<file path="config.mk">
export PLATFORM = sky130hd
export DESIGN_NAME = hazard_control
export DESIGN_NICKNAME = d
export VERILOG_FILES = /design/src/rtl/cpu_pkg.sv /design/src/rtl/md_busy_counter.sv /design/src/rtl/hazard_control.sv
export SDC_FILE = /design/constraint.sdc
export NUM_CORES = 1
export LEC_CHECK = 0
export CAP_MARGIN = 20
export CORE_ASPECT_RATIO = 0.8
export CORE_MARGIN = 4
export CORE_UTILIZATION = 33
export CTS_CLUSTER_DIAMETER = 80
export DETAILED_ROUTE_END_ITERATION = 10
export MAX_ROUTING_LAYER = met4
export PLACE_DENSITY = 0.72
export SYNTH_ARGS = -nofsm -noshare
export SYNTH_HDL_FRONTEND = slang
export SYNTH_SLANG_ARGS = --single-unit
</file>
<file path="constraint.sdc">
create_clock -name clk -period 1.85 [get_ports clk]
set_input_delay 0.185 -clock clk [delete_from_list [all_inputs] [get_ports clk]]
set_output_delay 0.185 -clock clk [all_outputs]
set_load 0.05 [all_outputs]
</file>
<file path="src/rtl/cpu_pkg.sv">
// Shared pipeline-control definitions: hazard FSM encoding and forwarding
// mux select codes, plus the forwarding priority helper.
package cpu_pkg;

    // Hazard controller states
    typedef enum logic [1:0] {
        ST_RUN        = 2'd0,
        ST_LOAD_STALL = 2'd1,
        ST_MD_WAIT    = 2'd2,
        ST_FLUSH      = 2'd3
    } hz_state_t;

    // ALU operand source selects
    localparam logic [1:0] FWD_REGFILE = 2'd0;
    localparam logic [1:0] FWD_EXMEM   = 2'd1;
    localparam logic [1:0] FWD_MEMWB   = 2'd2;

    // Pick the youngest in-flight producer of src; $0 is hardwired and never forwarded.
    function automatic logic [1:0] fwd_select(
        input logic [4:0] src,
        input logic       mem_we,
        input logic [4:0] mem_addr,
        input logic       wb_we,
        input logic [4:0] wb_addr
    );
        logic [1:0] sel;
        sel = FWD_REGFILE;
        if (src != 5'd0) begin
            if (mem_we && (mem_addr == src)) begin
                sel = FWD_EXMEM;
            end else if (wb_we && (wb_addr == src)) begin
                sel = FWD_MEMWB;
            end
        end
        return sel;
    endfunction

endpackage

</file>
<file path="src/rtl/md_busy_counter.sv">
// Mult/div occupancy tracker. An accepted issue loads MD_LATENCY-1 and
// raises busy on the next cycle; busy falls the cycle after the count
// has reached zero, so busy is high for MD_LATENCY cycles in total.
module md_busy_counter #(
    parameter int MD_LATENCY = 32
) (
    input  logic clk,
    input  logic rst_n,
    input  logic start,
    output logic busy
);

    localparam int CW = (MD_LATENCY > 1) ? $clog2(MD_LATENCY) : 1;
    localparam logic [CW-1:0] LOAD_VAL = CW'(MD_LATENCY - 1);
    localparam logic [CW-1:0] ONE      = CW'(1);

    logic [CW-1:0] count_q;

    // Load on issue, then count down while busy; reset abandons any operation.
    always_ff @(posedge clk or negedge rst_n) begin
        if (!rst_n) begin
            count_q <= '0;
            busy    <= 1'b0;
        end else if (start && !busy) begin
            count_q <= LOAD_VAL;
            busy    <= 1'b1;
        end else if (busy) begin
            if (count_q == '0) begin
                busy <= 1'b0;
            end else begin
                count_q <= count_q - ONE;
            end
        end
    end

endmodule

</file>
<file path="src/rtl/hazard_control.sv">
// Pipeline hazard controller: load-use stall, mult/div wait, taken-branch
// flush and operand forwarding. Outputs are decoded combinationally from the
// registered state and the current stage inputs. dbg_state exposes the FSM.
module hazard_control
    import cpu_pkg::*;
#(
    parameter int MD_LATENCY = 32
) (
    input  logic       clk,
    input  logic       rst_n,
    input  logic [4:0] id_rs_addr,
    input  logic [4:0] id_rt_addr,
    input  logic       id_uses_rs,
    input  logic       id_uses_rt,
    input  logic       id_is_muldiv,
    input  logic       id_reads_hilo,
    input  logic       ex_reg_write,
    input  logic       ex_mem_read,
    input  logic [4:0] ex_write_addr,
    input  logic       mem_reg_write,
    input  logic [4:0] mem_write_addr,
    input  logic       wb_reg_write,
    input  logic [4:0] wb_write_addr,
    input  logic       ex_branch_taken,
    output logic       pc_write_en,
    output logic       ifid_write_en,
    output logic       idex_bubble,
    output logic       ifid_flush,
    output logic [1:0] fwd_a_sel,
    output logic [1:0] fwd_b_sel,
    output logic       md_busy,
    output logic [1:0] dbg_state
);

    hz_state_t state_q;
    hz_state_t state_d;

    logic load_use;
    logic md_hazard;
    logic pc_we_c;
    logic ifid_we_c;
    logic bubble_c;
    logic flush_c;
    logic md_start;

    // A load in EX whose destination feeds a used decode operand. ex_reg_write
    // is implied by ex_mem_read, and $0 never creates a dependency.
    always_comb begin
        load_use = ex_mem_read && (ex_write_addr != 5'd0) &&
                   ((id_uses_rs && (id_rs_addr == ex_write_addr)) ||
                    (id_uses_rt && (id_rt_addr == ex_write_addr)));
        md_hazard = (id_reads_hilo || id_is_muldiv) && md_busy;
    end

    // Next state and stage controls; a taken branch overrides every stall,
    // and reset forces the pipeline to free-run with no forwarding.
    always_comb begin
        state_d   = ST_RUN;
        pc_we_c   = 1'b1;
        ifid_we_c = 1'b1;
        bubble_c  = 1'b0;
        flush_c   = 1'b0;
        case (state_q)
            ST_RUN, ST_MD_WAIT: begin
                if (md_hazard) begin
                    pc_we_c   = 1'b0;
                    ifid_we_c = 1'b0;
                    bubble_c  = 1'b1;
                    state_d   = ST_MD_WAIT;
                end else if (load_use) begin
                    pc_we_c   = 1'b0;
                    ifid_we_c = 1'b0;
                    bubble_c  = 1'b1;
                    state_d   = ST_LOAD_STALL;
                end
            end
            default: begin
                // LOAD_STALL and FLUSH are single idle cycles back to RUN
                state_d = ST_RUN;
            end
        endcase
        if (ex_branch_taken) begin
            pc_we_c   = 1'b1;
            ifid_we_c = 1'b1;
            bubble_c  = 1'b1;
            flush_c   = 1'b1;
            state_d   = ST_FLUSH;
        end
        if (!rst_n) begin
            pc_we_c   = 1'b1;
            ifid_we_c = 1'b1;
            bubble_c  = 1'b0;
            flush_c   = 1'b0;
        end
    end

    // Operand forwarding selects, EX/MEM beats MEM/WB
    always_comb begin
        fwd_a_sel = FWD_REGFILE;
        fwd_b_sel = FWD_REGFILE;
        if (rst_n) begin
            fwd_a_sel = fwd_select(id_rs_addr, mem_reg_write, mem_write_addr,
                                   wb_reg_write, wb_write_addr);
            fwd_b_sel = fwd_select(id_rt_addr, mem_reg_write, mem_write_addr,
                                   wb_reg_write, wb_write_addr);
        end
    end

    // State register
    always_ff @(posedge clk or negedge rst_n) begin
        if (!rst_n) begin
            state_q <= ST_RUN;
        end else begin
            state_q <= state_d;
        end
    end

    // A mult/div only issues when it actually advances into EX this cycle
    assign md_start = id_is_muldiv && !md_busy && !bubble_c;

    md_busy_counter #(
        .MD_LATENCY(MD_LATENCY)
    ) u_md_busy_counter (
        .clk  (clk),
        .rst_n(rst_n),
        .start(md_start),
        .busy (md_busy)
    );

    assign pc_write_en   = pc_we_c;
    assign ifid_write_en = ifid_we_c;
    assign idex_bubble   = bubble_c;
    assign ifid_flush    = flush_c;
    assign dbg_state     = state_q;

endmodule

</file>
* After elaboration in Yosys (flattened, before gate mapping)
Index checks and enable logic that the tools add are counted.
** Word-level totals
- Bits in registers :: 8
- Bits of input ports :: 36
- Output and inout port bits :: 11
- Logic and storage cells :: 66
** Cells by class
- Add/subtract/negate cells :: 1
- Eq/ne operators :: 8
- Multiplexer cells :: 30
- Reductions and logical operators :: 24
** Operators with widths (count)
- == test 5 bit :: 6
- 2-to-1 mux 2 bit :: 11
- 2-to-1 mux 1 bit :: 16
- 2-to-1 mux 5 bit :: 3
- nonzero test 5 bit :: 3
- logical AND 1 bit :: 12
- zero test 5 bit :: 1
- subtractor 5 x 1 -> 5 bit, second input constant :: 1
- == test 2 bit, second input constant :: 1
- zero test 1 bit :: 2
- zero test 2 bit :: 1
- logical OR 1 bit :: 2
- inequality test 2 x 1 -> 1 bit, second input constant :: 1
- AND reduction 2 bit :: 1
- nonzero test 2 bit :: 1
- OR reduction 2 bit :: 1

* Logic depth before layout (Yosys ltp)
Gate-level depths: netlist of the first run.
- Word-level depth :: 14
- Gate-level depth with buffers :: 6
- Mapped depth without buffers :: 6

* By module
From an unflattened synthesis of the first run, not the netlist that was laid out.
** Second synthesis, totals
- Cells, all modules :: 99
- Area total of the unflattened synthesis :: 852.1 um^2
** By module, submodules not included
- hazard_control :: times used 1, cells an instance 70, area an instance 560.5 um^2, seq. area each 50.0 um^2
- md_busy_counter :: times used 1, cells an instance 29, area an instance 291.5 um^2, seq. area each 150.1 um^2

* Worst setup path after synthesis of the first run
No wires, ideal clock.
- Path type :: flip-flop to output port
- Start point :: register u_md_busy_counter.busy
- End point :: output pc_write_en
- Data arrival time :: 2362 ps
- Data required time :: 1665 ps
- Path slack :: -697 ps
- Cell stages (with the launch flop) :: 7
- Cell sequence :: dfrtp_1 > buf_4 > o21ai_0 > nor2_1 > and3_1 > a41oi_1 > buf_4
** Between the ends
- Longest elaborated chain between the ends :: 5
** Ends and longest elaborated chain
- from (decl) :: line md_busy_counter.sv:10 : output logic busy
- from (signal assigned) :: line md_busy_counter.sv:23 : busy <= 1'b0;
- from (signal assigned) :: line md_busy_counter.sv:26 : busy <= 1'b1;
- from (signal assigned) :: line md_busy_counter.sv:29 : busy <= 1'b0;
- logical AND 1 bit :: line hazard_control.sv:52 : md_hazard = (id_reads_hilo || id_is_muldiv) && md_busy;
- 2-to-1 mux 1 bit (4 in a row)
- to (decl) :: line hazard_control.sv:25 : output logic pc_write_en,
No other way between the ends.

* Final worst setup path of the first run
- Start point :: input id_rs_addr[0]
- End point :: output fwd_a_sel[1]
** Between the ends
- Longest elaborated chain between the ends :: 6
- Elaborated cells between the ends (all ways) :: 9
** Ends and longest elaborated chain
- from (decl) :: line hazard_control.sv:11 : input logic [4:0] id_rs_addr,
- == test 5 bit :: line cpu_pkg.sv:31 : end else if (wb_we && (wb_addr == src)) begin
- logical AND 1 bit :: line cpu_pkg.sv:31
- 2-to-1 mux 2 bit :: line cpu_pkg.sv:31
- 2-to-1 mux 2 bit :: line cpu_pkg.sv:29 : if (mem_we && (mem_addr == src)) begin
- 2-to-1 mux 2 bit * :: line cpu_pkg.sv:28 : if (src != 5'd0) begin
- 2-to-1 mux 2 bit * :: line hazard_control.sv:101 : if (rst_n) begin
- to (decl) :: line hazard_control.sv:29 : output logic [1:0] fwd_a_sel,
Mark *: on every way between the ends. The rest lies on a longest branch, timed or not.

==> run_results.csv, run 1 <==
group,metric,value,unit
status,status,"complete, no violations",
finish,areaGrowthSynthToFinish,81.4,%
synthesis,synth.distinct_cells,38,
clock_network,root_buffer,"clkbuf_8",
synthesis,post_synth.cell_area_avg,8.68,sq um
clock_network,cts_max_path_buffers,2,
clock_network,htree_num_levels,1,
power_and_ir_drop,max-vdd-ir-drop,0.659,mV
route,wl,3450,microns
power_and_ir_drop,pwr-share-comb,0.574,
job,maxCapViolations,0,
die,core_region_area,0.00283,sq mm
critical_path,reg2reg_from,"u_md_busy_counter.count_q[0]",
die,rows,17,
sta,clock_skew,0.00447,ns
clock_network,cts_tree,"done",
sta,slew_headroom,0.642,
power_and_ir_drop,switching_share,0.421,
critical_path,start_kind,"input pin",
synthesis,synthCells,116,
global_routing,grt-ovfl-total,0,
power_and_ir_drop,power_density,714,mW/mm^2
hold_path,holdCritPathClass,"input pin to asynchronous set/reset pin",
synthesis,synth_edf_count,0,
place,dp.cells,214,
sta,fin_setup_tns,0,ns
route,drc,0,
synthesis,yosys_warnings,0,
sta,min_period_over_period,0.996,
global_routing,grt_pass1_wl,5680,microns
global_routing,grt_pass1_vias,1192,
critical_path,rr_endpoint,"u_md_busy_counter.count_q[0]",
finish,fillers,223,
finish,layout_common_cells,"22 x xnor2_1, 21 x buf_4, 19 x clkdlybuf4s50_1",
sta,timing.final.hold_violations,0,
global_routing,track_usage,0.179,
sta,fin_ws,0.00661,ns
place,io_buffers,45,
die,ios,47,
finish,final_net_count,222,
die,initial_core_util,0.356,
global_routing,grt_antenna_before_repair,0,
power_and_ir_drop,power,1.30,mW
critical_path,required,1.66,ns
power_and_ir_drop,switchingPower,0.549,mW
finish,utilization,0.646,
synthesis,synth_nets,154,
power_and_ir_drop,p_int,0.756,mW
critical_path,end_kind,"output pin",
clock_network,clkSinkCount,8,
place,dp_worst_setup_slack,-0.131,ns
clock_network,clkTransAtPathRegs,0.04,ns
power_and_ir_drop,p_leak,0.786,nW
place,place_hpwl,2750,microns
critical_path,critPathMaxFanout,3,
critical_path,critical_path_arrival,1.66,ns
die,die_x,69.8,microns
sta,timing.fmax,0.542,GHz
route,avgRoutedWirePerCell,15.7,microns
place,place.gp.congestion,0.863,
finish,drive_above_1_share,0.302,
synthesis,ys_seq_area_frac,0.199,
synthesis,yosys_most_used_dff,"dfrtp_1",
sta,setup_viol,0,
power_and_ir_drop,seqPwrFrac,0.261,
critical_path,critPathKind,"input pin to output pin",
clock_network,holdBufCountCts,0,
global_routing,grt_max_degree,24,
route,drt_pass1_iterations,4,
sta,maxSlewViolCount,0,
sta,worst_pin_slew,0.536,ns
critical_path,r2r_cells,6,
die,die_area,0.00401,sq mm
route,via_per_inst,4.99,
finish,num_antenna_cells,0,
synthesis,syn_area,0.00101,sq mm
finish,final_common_cell,"xnor2_1",
synthesis,synth-seq-cells,8,
route,num_vias,1098,
route,drt_iter0_drc,16,
die,die_y,57.4,microns
clock_network,clk_latency,0.23,ns
critical_path,reg2reg_slack,0.14,ns
sta,min_period,1.84,ns
route,ant_nets,0,
power_and_ir_drop,clkPwrFrac,0.165,
clock_network,numCtsBuffers,3,
finish,finalNonFillerCells,220,
synthesis,synthArstFlopShare,1.00,
## synthesized netlist by cell type, types with 4 or more instances
cell / instances / area share
dfrtp_1: 8 / 0.20
nand2_1: 5 / 0.019
xnor2_1: 22 / 0.19
nor4_1: 4 / 0.025
inv_1: 5 / 0.019
nand4_1: 4 / 0.025
nor2_1: 7 / 0.026
nor3_1: 5 / 0.025
xor2_1: 8 / 0.070
## registers in the layout, summed over array words and instances, names as in the netlist
register and count:
u_md_busy_counter.count_q 5, dbg_state 2, u_md_busy_counter.busy 1
## what timing repair did
item,4_1_cts,5_1_grt
pin swaps,6,2
setup buffers,2,1
endpoints found under the setup margin,7,7
resized for setup,16,9
## per-stage QoR
| step | hold slack [ns] | instance area (sq um) |
|---|---|---|
| 2_1_floorplan | -0.111 | 1040 |
| 3_3_place_gp | 0.540 | 1740 |
| 3_5_place_dp | 0.539 | 1740 |
| 4_1_cts | 0.294 | 1800 |
| 5_1_grt | 0.316 | 1830 |
| 6_report | 0.292 | 1830 |
## power by group through the flow
stage,sequential (mW),combinational [mW],clock [mW]
3_3_place_gp,0.332,0.721,0
5_1_grt,0.358,0.836,0.228
6_report,0.340,0.749,0.215
4_1_cts,0.338,0.745,0.216
2_1_floorplan,0.345,0.473,0
3_5_place_dp,0.341,0.745,0
## metal layers
metal,wire (microns),share of wire,vias up,GRT usage
li1,-,-,562,-
met1,1500,0.43,514,0.221
met2,1870,0.54,18,0.311
met3,60,0.017,4,0.0194
met4,23,0.0067,0,0.0464
met5,0,0,-,-
## worst max-delay path, stage by stage
cell	delay [ns]
clkdlybuf4s50_1	0.50
buf_4	0.19
xnor2_1	0.16
nand4_1	0.15
nor4_2	0.17
buf_4	0.17
buf_12	0.13
## layout make-up
type	count	area [sq um]	share of cell area
clock buffers	3	41.3	0.0226
inverters	5	18.8	0.0103
repair buffers	66	699	0.383
well taps	38	47.5	0.0260
multi-input cells	100	818	0.448
flip-flops and latches	8	201	0.110
## worst max path at each step
stage,endpoint,slack (ns),startpoint
6_report,fwd_a_sel[1],0.007,id_rs_addr[0]
5_1_grt,ifid_write_en,-0.09,id_rs_addr[0]
4_1_cts,fwd_a_sel[1],0.004,mem_write_addr[1]
3_5_place_dp,fwd_a_sel[1],-0.13,id_rs_addr[4]
3_3_place_gp,ifid_write_en,-0.09,id_rs_addr[1]
2_1_floorplan,pc_write_en,-0.20,u_md_busy_counter.busy
## logic make-up after synthesis
logic type,synth area share
muxes,0.00994
and+or+nand+nor,0.317
AOI/OAI and AO/OA,0.152
adders and majority gates,0.0248
xor gates and xnor gates,0.261
buffers and inverters,0.0373
DFF,0.199
Power figures use the tool's default switching activity.
==> run 2: changes to the inputs <==
--- a/config.mk
+++ b/config.mk
@@ -8,11 +8,12 @@
 export CAP_MARGIN = 20
 export CORE_ASPECT_RATIO = 0.8
 export CORE_MARGIN = 4
-export CORE_UTILIZATION = 33
+export CORE_UTILIZATION = 25
 export CTS_CLUSTER_DIAMETER = 80
 export DETAILED_ROUTE_END_ITERATION = 10
 export MAX_ROUTING_LAYER = met4
-export PLACE_DENSITY = 0.72
+export PLACE_DENSITY = 0.61
 export SYNTH_ARGS = -nofsm -noshare
 export SYNTH_HDL_FRONTEND = slang
+export SYNTH_HIERARCHICAL = 1
 export SYNTH_SLANG_ARGS = --single-unit
==> run_results.csv, run 2 <==
group,metric,value,unit
route,wl,3270,microns
synthesis,synthAdderAreaFrac,0.0147,
route,num_vias,1023,
clock_network,holdBufCountCts,0,
synthesis,synthMuxAreaShare,0,
die,initial_core_util,0.268,
sta,min_period_over_period,0.969,
global_routing,grt_pass1_wl,5070,microns
clock_network,htree_num_levels,1,
synthesis,yosys_warnings,6,
finish,final_cell_area,0.00188,sq mm
critical_path,crit_chain,"clkdlybuf4s50_1, xnor2_1, and3_4, buf_4, nor4_4, buf_12",
finish,num_antenna_cells,0,
synthesis,synth.most_common_cell,"xnor2_1",
synthesis,synth-xor-area-share,0.308,
synthesis,synth.distinct_cells,34,
synthesis,post_synth.cell_area_avg,8.61,sq um
route,ant_nets,0,
power_and_ir_drop,p_leak,0.771,nW
synthesis,yosys_most_used_dff,"dfrtp_1",
clock_network,clkTransAtPathRegs,0.05,ns
critical_path,path_buf_inv,3,
sta,fin_setup_tns,0,ns
die,rows,18,
synthesis,synth_top_family_by_area,"XOR/XNOR gates",
clock_network,clk_latency,0.24,ns
critical_path,critPathMaxStageDelay,0.46,ns
critical_path,reg2reg_slack,0.09,ns
synthesis,ys_top_cells_by_count,"22 x xnor2_1, 8 x dfrtp_1, 8 x xor2_1",
critical_path,start_kind,"input pin",
route,avgRoutedWirePerCell,15.1,microns
critical_path,crit_slowest_cell,"clkdlybuf4s50_1",
place,place_hpwl,2610,microns
power_and_ir_drop,power_density,657,mW/mm^2
synthesis,synth_edf_count,0,
synthesis,ys_seq_area_frac,0.235,
finish,largest_register_ffs,5,
die,die_y,60.2,microns
sta,slew_headroom,0.667,
die,ios,47,
place,place_area,0.00166,sq mm
critical_path,r2r_cells,5,
finish,final_net_count,215,
critical_path,critPathMaxFanout,2,
die,core_region_area,0.00318,sq mm
synthesis,synth_nets,136,
sta,clock_skew,0.0103,ns
hold_path,holdCritPathClass,"input pin to asynchronous set/reset pin",
clock_network,root_buffer,"clkbuf_8",
route,via_per_inst,4.71,
critical_path,critical_path_arrival,1.61,ns
place,io_buffers,45,
global_routing,grt_pass1_vias,1109,
sta,setup_viol,0,
critical_path,end_kind,"output pin",
sta,min_period,1.79,ns
critical_path,required,1.66,ns
synthesis,synthArstFlopShare,1.00,
status,status,"complete, no violations",
sta,timing.fmax,0.558,GHz
global_routing,grt-ovfl-total,0,
clock_network,cts_tree,"done",
global_routing,grt_max_degree,11,
synthesis,synth_compound_area_frac,0.135,
finish,final_common_cell,"buf_4",
synthesis,syn_area,852,sq um
job,maxCapViolations,0,
sta,rsz0062_at_grt,"no",
critical_path,rr_endpoint,"u_md_busy_counter/count_q[0]",
clock_network,numCtsBuffers,3,
sta,worst_pin_slew,0.497,ns
synthesis,synthTopCellsByArea,"dfrtp_1 23%, xnor2_1 23%, xor2_1 8.2%, nand4_1 2.9%, nor4_1 2.9%",
clock_network,clkSinkCount,8,
finish,drive_above_1_share,0.458,
synthesis,synth-simple-area-share,0.266,
route,drt_pass1_iterations,4,
synthesis,synthCells,99,
power_and_ir_drop,max-vdd-ir-drop,0.342,mV
global_routing,track_usage,0.156,
synthesis,synth-seq-cells,8,
finish,areaGrowthSynthToFinish,121,%
finish,largest-register,"u_md_busy_counter/count_q",
critical_path,reg2reg_from,"u_md_busy_counter/count_q[0]",
die,die_x,73.3,microns
clock_network,cts_max_path_buffers,2,
route,drt_iter0_drc,31,
sta,timing.final.hold_violations,0,
global_routing,grt_antenna_before_repair,0,
place,place.gp.congestion,0.872,
route,drc,0,
synthesis,synth_largest_area_cell,"dfrtp_1",
critical_path,crit_family,"buffers and inverters",
critical_path,critPathKind,"input pin to output pin",
synthesis,synth_top_area_frac,0.235,
sta,maxSlewViolCount,0,
finish,layout_common_cells,"29 x buf_4, 20 x xnor2_1, 18 x clkdlybuf4s50_1",
die,die_area,0.00441,sq mm
[run 2: changes by cell type after synthesis, sizes merged, moves of 2 or more]
cell and delta:
nor3 -5, a311oi +2, a21oi -2, a41oi -3
o21a +2, a211oi -2, nand3 +2, nor2 -2
[run 2: cell families after synthesis]
group           Yosys count
fa+ha+maj                 1
simple gates             37
buf+inv                   8
xor+xnor                 30
compound gates           15
flops                     8
[run 2: through the flow]
stage	std cells	setup slack [ns]	hold WS [ns]	total power, mW	util
floorplan	99	-0.154	-0.111	0.648	-
global placement	208	-0.358	0.506	0.921	0.522
detailed placement	208	-0.460	0.521	0.946	0.522
CTS	213	-0.0146	0.306	1.19	0.555
global route	217	0.00344	0.330	1.32	0.593
finish	217	0.0581	0.303	1.24	0.593
[run 2: worst max-delay path by stage]
stage                                              end               from  depth (start not counted)  slack [ns]
after CTS                                 fwd_b_sel[1]      id_rt_addr[0]                          6       -0.01
after global placement    u_md_busy_counter/count_q[3]   ex_write_addr[0]                          8       -0.36
final                                     fwd_b_sel[1]  mem_write_addr[0]                          6        0.06
after floorplan                            pc_write_en   ex_write_addr[0]                          5       -0.15
after detailed placement  u_md_busy_counter/count_q[3]   ex_write_addr[0]                          8       -0.46
after global routing                      fwd_a_sel[1]      id_rs_addr[4]                          8       0.003
[run 2: worst reg2reg max path, stage by stage (launching register included)]
cell and delay [ns]:
dfrtp_1 0.40, inv_1 0.07, ha_1 0.18, or4b_1 0.56
a21o_1 0.25, o21a_1 0.17
[run 2: report_power, final]
| group | internal [mW] | switching [mW] |
|---|---|---|
| registers | 0.247 | 0.0627 |
| logic | 0.348 | 0.352 |
| clock network | 0.150 | 0.0768 |
[run 2: what timing repair did]
action                                  CTS  global route
pin swaps                                15            14
endpoints found under the setup margin   12            10
buffers inserted                          2             4
gates resized for setup                  35            41
[run 2: layout make-up]
cell class                      count  area [sq um]
Fill cell                         245          1290
Multi-Input combinational cell     83           821
Timing Repair Buffer               78           749
Sequential cell                     8           201
Tap cell                           40          50.0
Clock buffer                        4          45.0
Inverter                            4          15.0
[run 2: metal layers]
layer / track usage / vias up / wire, microns
li1: - / 510 / -
met1: 0.197 / 491 / 1450
met2: 0.259 / 20 / 1700
met3: 0.0269 / 2 / 103
met4: 0.0395 / 0 / 14
met5: - / - / 0
==> run 3: changes to the inputs <==
--- a/config.mk
+++ b/config.mk
@@ -9,8 +9,10 @@
 export CORE_ASPECT_RATIO = 0.8
 export CORE_MARGIN = 4
 export CORE_UTILIZATION = 25
+export CTS_BUF_LIST = sky130_fd_sc_hd__clkbuf_8
 export CTS_CLUSTER_DIAMETER = 80
 export DETAILED_ROUTE_END_ITERATION = 10
+export GPL_TIMING_DRIVEN = 0
 export MAX_ROUTING_LAYER = met4
 export PLACE_DENSITY = 0.61
 export SYNTH_ARGS = -nofsm -noshare
==> run_results.csv, run 3 (synthesized netlist as in run 2, its figures left out) <==
group,metric,value,unit
global_routing,grt_max_degree,11,
die,initial_core_util,0.268,
global_routing,grt_antenna_before_repair,0,
route,avgRoutedWirePerCell,14.7,microns
sta,maxSlewViolCount,0,
critical_path,critPathKind,"input pin to output pin",
route,ant_nets,0,
route,via_per_inst,4.86,
power_and_ir_drop,max-vdd-ir-drop,0.332,mV
finish,areaGrowthSynthToFinish,74.3,%
finish,largest_register_ffs,5,
route,drc,0,
finish,finalNonFillerCells,192,
status,status,"complete, no violations",
power_and_ir_drop,power_density,737,mW/mm^2
sta,fin_setup_tns,0,ns
finish,final_cell_area,0.00149,sq mm
finish,fillers,301,
route,num_vias,934,
critical_path,cp-startpoint,"id_rs_addr[3]",
clock_network,htree_num_levels,1,
critical_path,rr_endpoint,"u_md_busy_counter/count_q[3]",
place,io_buffers,45,
die,die_area,0.00441,sq mm
sta,slew_headroom,0.663,
clock_network,clk_latency,0.23,ns
die,die_y,60.2,microns
finish,final_net_count,190,
critical_path,r2r_cells,6,
sta,setup_viol,0,
place,place.gp.congestion,0.873,
finish,largest-register,"u_md_busy_counter/count_q",
global_routing,grt-ovfl-total,0,
clock_network,root_buffer,"clkbuf_8",
sta,worst_pin_slew,0.504,ns
sta,rsz0062_at_grt,"yes",
sta,min_period,1.77,ns
sta,timing.fmax,0.566,GHz
clock_network,cts_tree,"done",
clock_network,numCtsBuffers,3,
sta,clock_skew,0.0103,ns
finish,multi_input_area,707,sq um
job,maxCapViolations,0,
route,drt_pass1_iterations,4,
critical_path,reg2reg_slack,0.09,ns
die,die_x,73.3,microns
die,ios,47,
hold_path,holdCritPathClass,"input pin to asynchronous set/reset pin",
clock_network,clkSinkCount,8,
power_and_ir_drop,p_leak,0.614,nW
finish,num_antenna_cells,0,
critical_path,reg2reg_from,"u_md_busy_counter/count_q[0]",
finish,utilization,0.468,
sta,min_period_over_period,0.954,
route,wl,2830,microns
power_and_ir_drop,power,1.09,mW
clock_network,clkTransAtPathRegs,0.05,ns
finish,drive_above_1_share,0.250,
finish,regArea,201,sq um
die,rows,18,
die,core_region_area,0.00318,sq mm
global_routing,track_usage,0.137,
place,place_hpwl,2380,microns
finish,layout_common_cells,"20 x xnor2_1, 17 x clkdlybuf4s50_1, 14 x dlygate4sd2_1",
sta,timing.final.hold_violations,0,
critical_path,critical_path_arrival,1.58,ns
critical_path,critPathMaxFanout,4,
route,drt_iter0_drc,18,
critical_path,end_kind,"output pin",
critical_path,start_kind,"input pin",
place,dp.cells,184,
clock_network,cts_max_path_buffers,2,
critical_path,required,1.66,ns
global_routing,grt_pass1_wl,4450,microns
place,place_area,0.00137,sq mm
finish,final_common_cell,"xnor2_1",
global_routing,grt_pass1_vias,951,
-- run 3: changes by cell type in the layout (fill, tap and decap cells not counted), moves of 2 or more --
cell	previous run	this run
buf_4	29	7
xor2_2	2	0
buf_2	0	2
and3b_1	0	2
xor2_1	4	8
clkdlybuf4s15_1	4	0
nor4_4	3	0
nor4_2	1	4
xor2_4	2	0
dlygate4sd3_1	0	2
dlygate4sd2_1	4	14
clkbuf_2	10	5
and3b_2	2	0
buf_12	9	0
-- run 3: how the worst max path moves through the flow --
stage,endpoint,slack (ns),cells after the start
after floorplan,pc_write_en,-0.15,5
after global placement,pc_write_en,-0.94,7
after detailed placement,pc_write_en,-0.93,7
after CTS,fwd_a_sel[0],0.002,6
after global routing,u_md_busy_counter/count_q[3],-0.06,8
final,pc_write_en,0.08,7
-- run 3: power by group --
part	internal (mW)	switching (mW)	total, mW
Combinational	0.260	0.307	0.568
Sequential	0.247	0.0639	0.311
Clock	0.144	0.0718	0.216
Total	0.652	0.443	1.09
-- run 3: timing repair --
item,CTS,global route
hold buffers,2,0
setup endpoints to repair,13,9
gates cloned,0,0
hold endpoints to repair,4,0
pin swaps,10,6
buffers inserted,1,1
resized for setup,81,15
-- run 3: final cells by class --
cell class | count | area share
repair buffers | 49 | 0.300
well taps | 40 | 0.0337
clock buffers | 3 | 0.0278
plain buffers | 4 | 0.0143
flip-flops and latches | 8 | 0.136
clock inverters | 1 | 0.00253
inverters | 4 | 0.0101
multi-input cells | 83 | 0.476
-- run 3: worst max-delay path, cell delays in order --
cell	delay [ns]
dlygate4sd2_1	0.34
xnor2_1	0.15
nand4_1	0.16
o22ai_4	0.27
a41oi_2	0.16
buf_4	0.17
buf_8	0.14
-- run 3: per-layer routing --
metal  vias to the layer above  GRT usage  share of wire
li1                        464          -              -
met1                       449      0.178           0.45
met2                        19      0.218           0.51
met3                         2     0.0269          0.036
met4                         0     0.0316         0.0049
met5                         -          -              0
-- run 3: stage by stage --
stage               setup WS [ns]  hold WS, ns
floorplan                  -0.154       -0.111
global placement           -0.939        0.497
detailed placement         -0.931        0.505
CTS                       0.00219        0.522
global route              -0.0629        0.544
finish                     0.0845        0.509
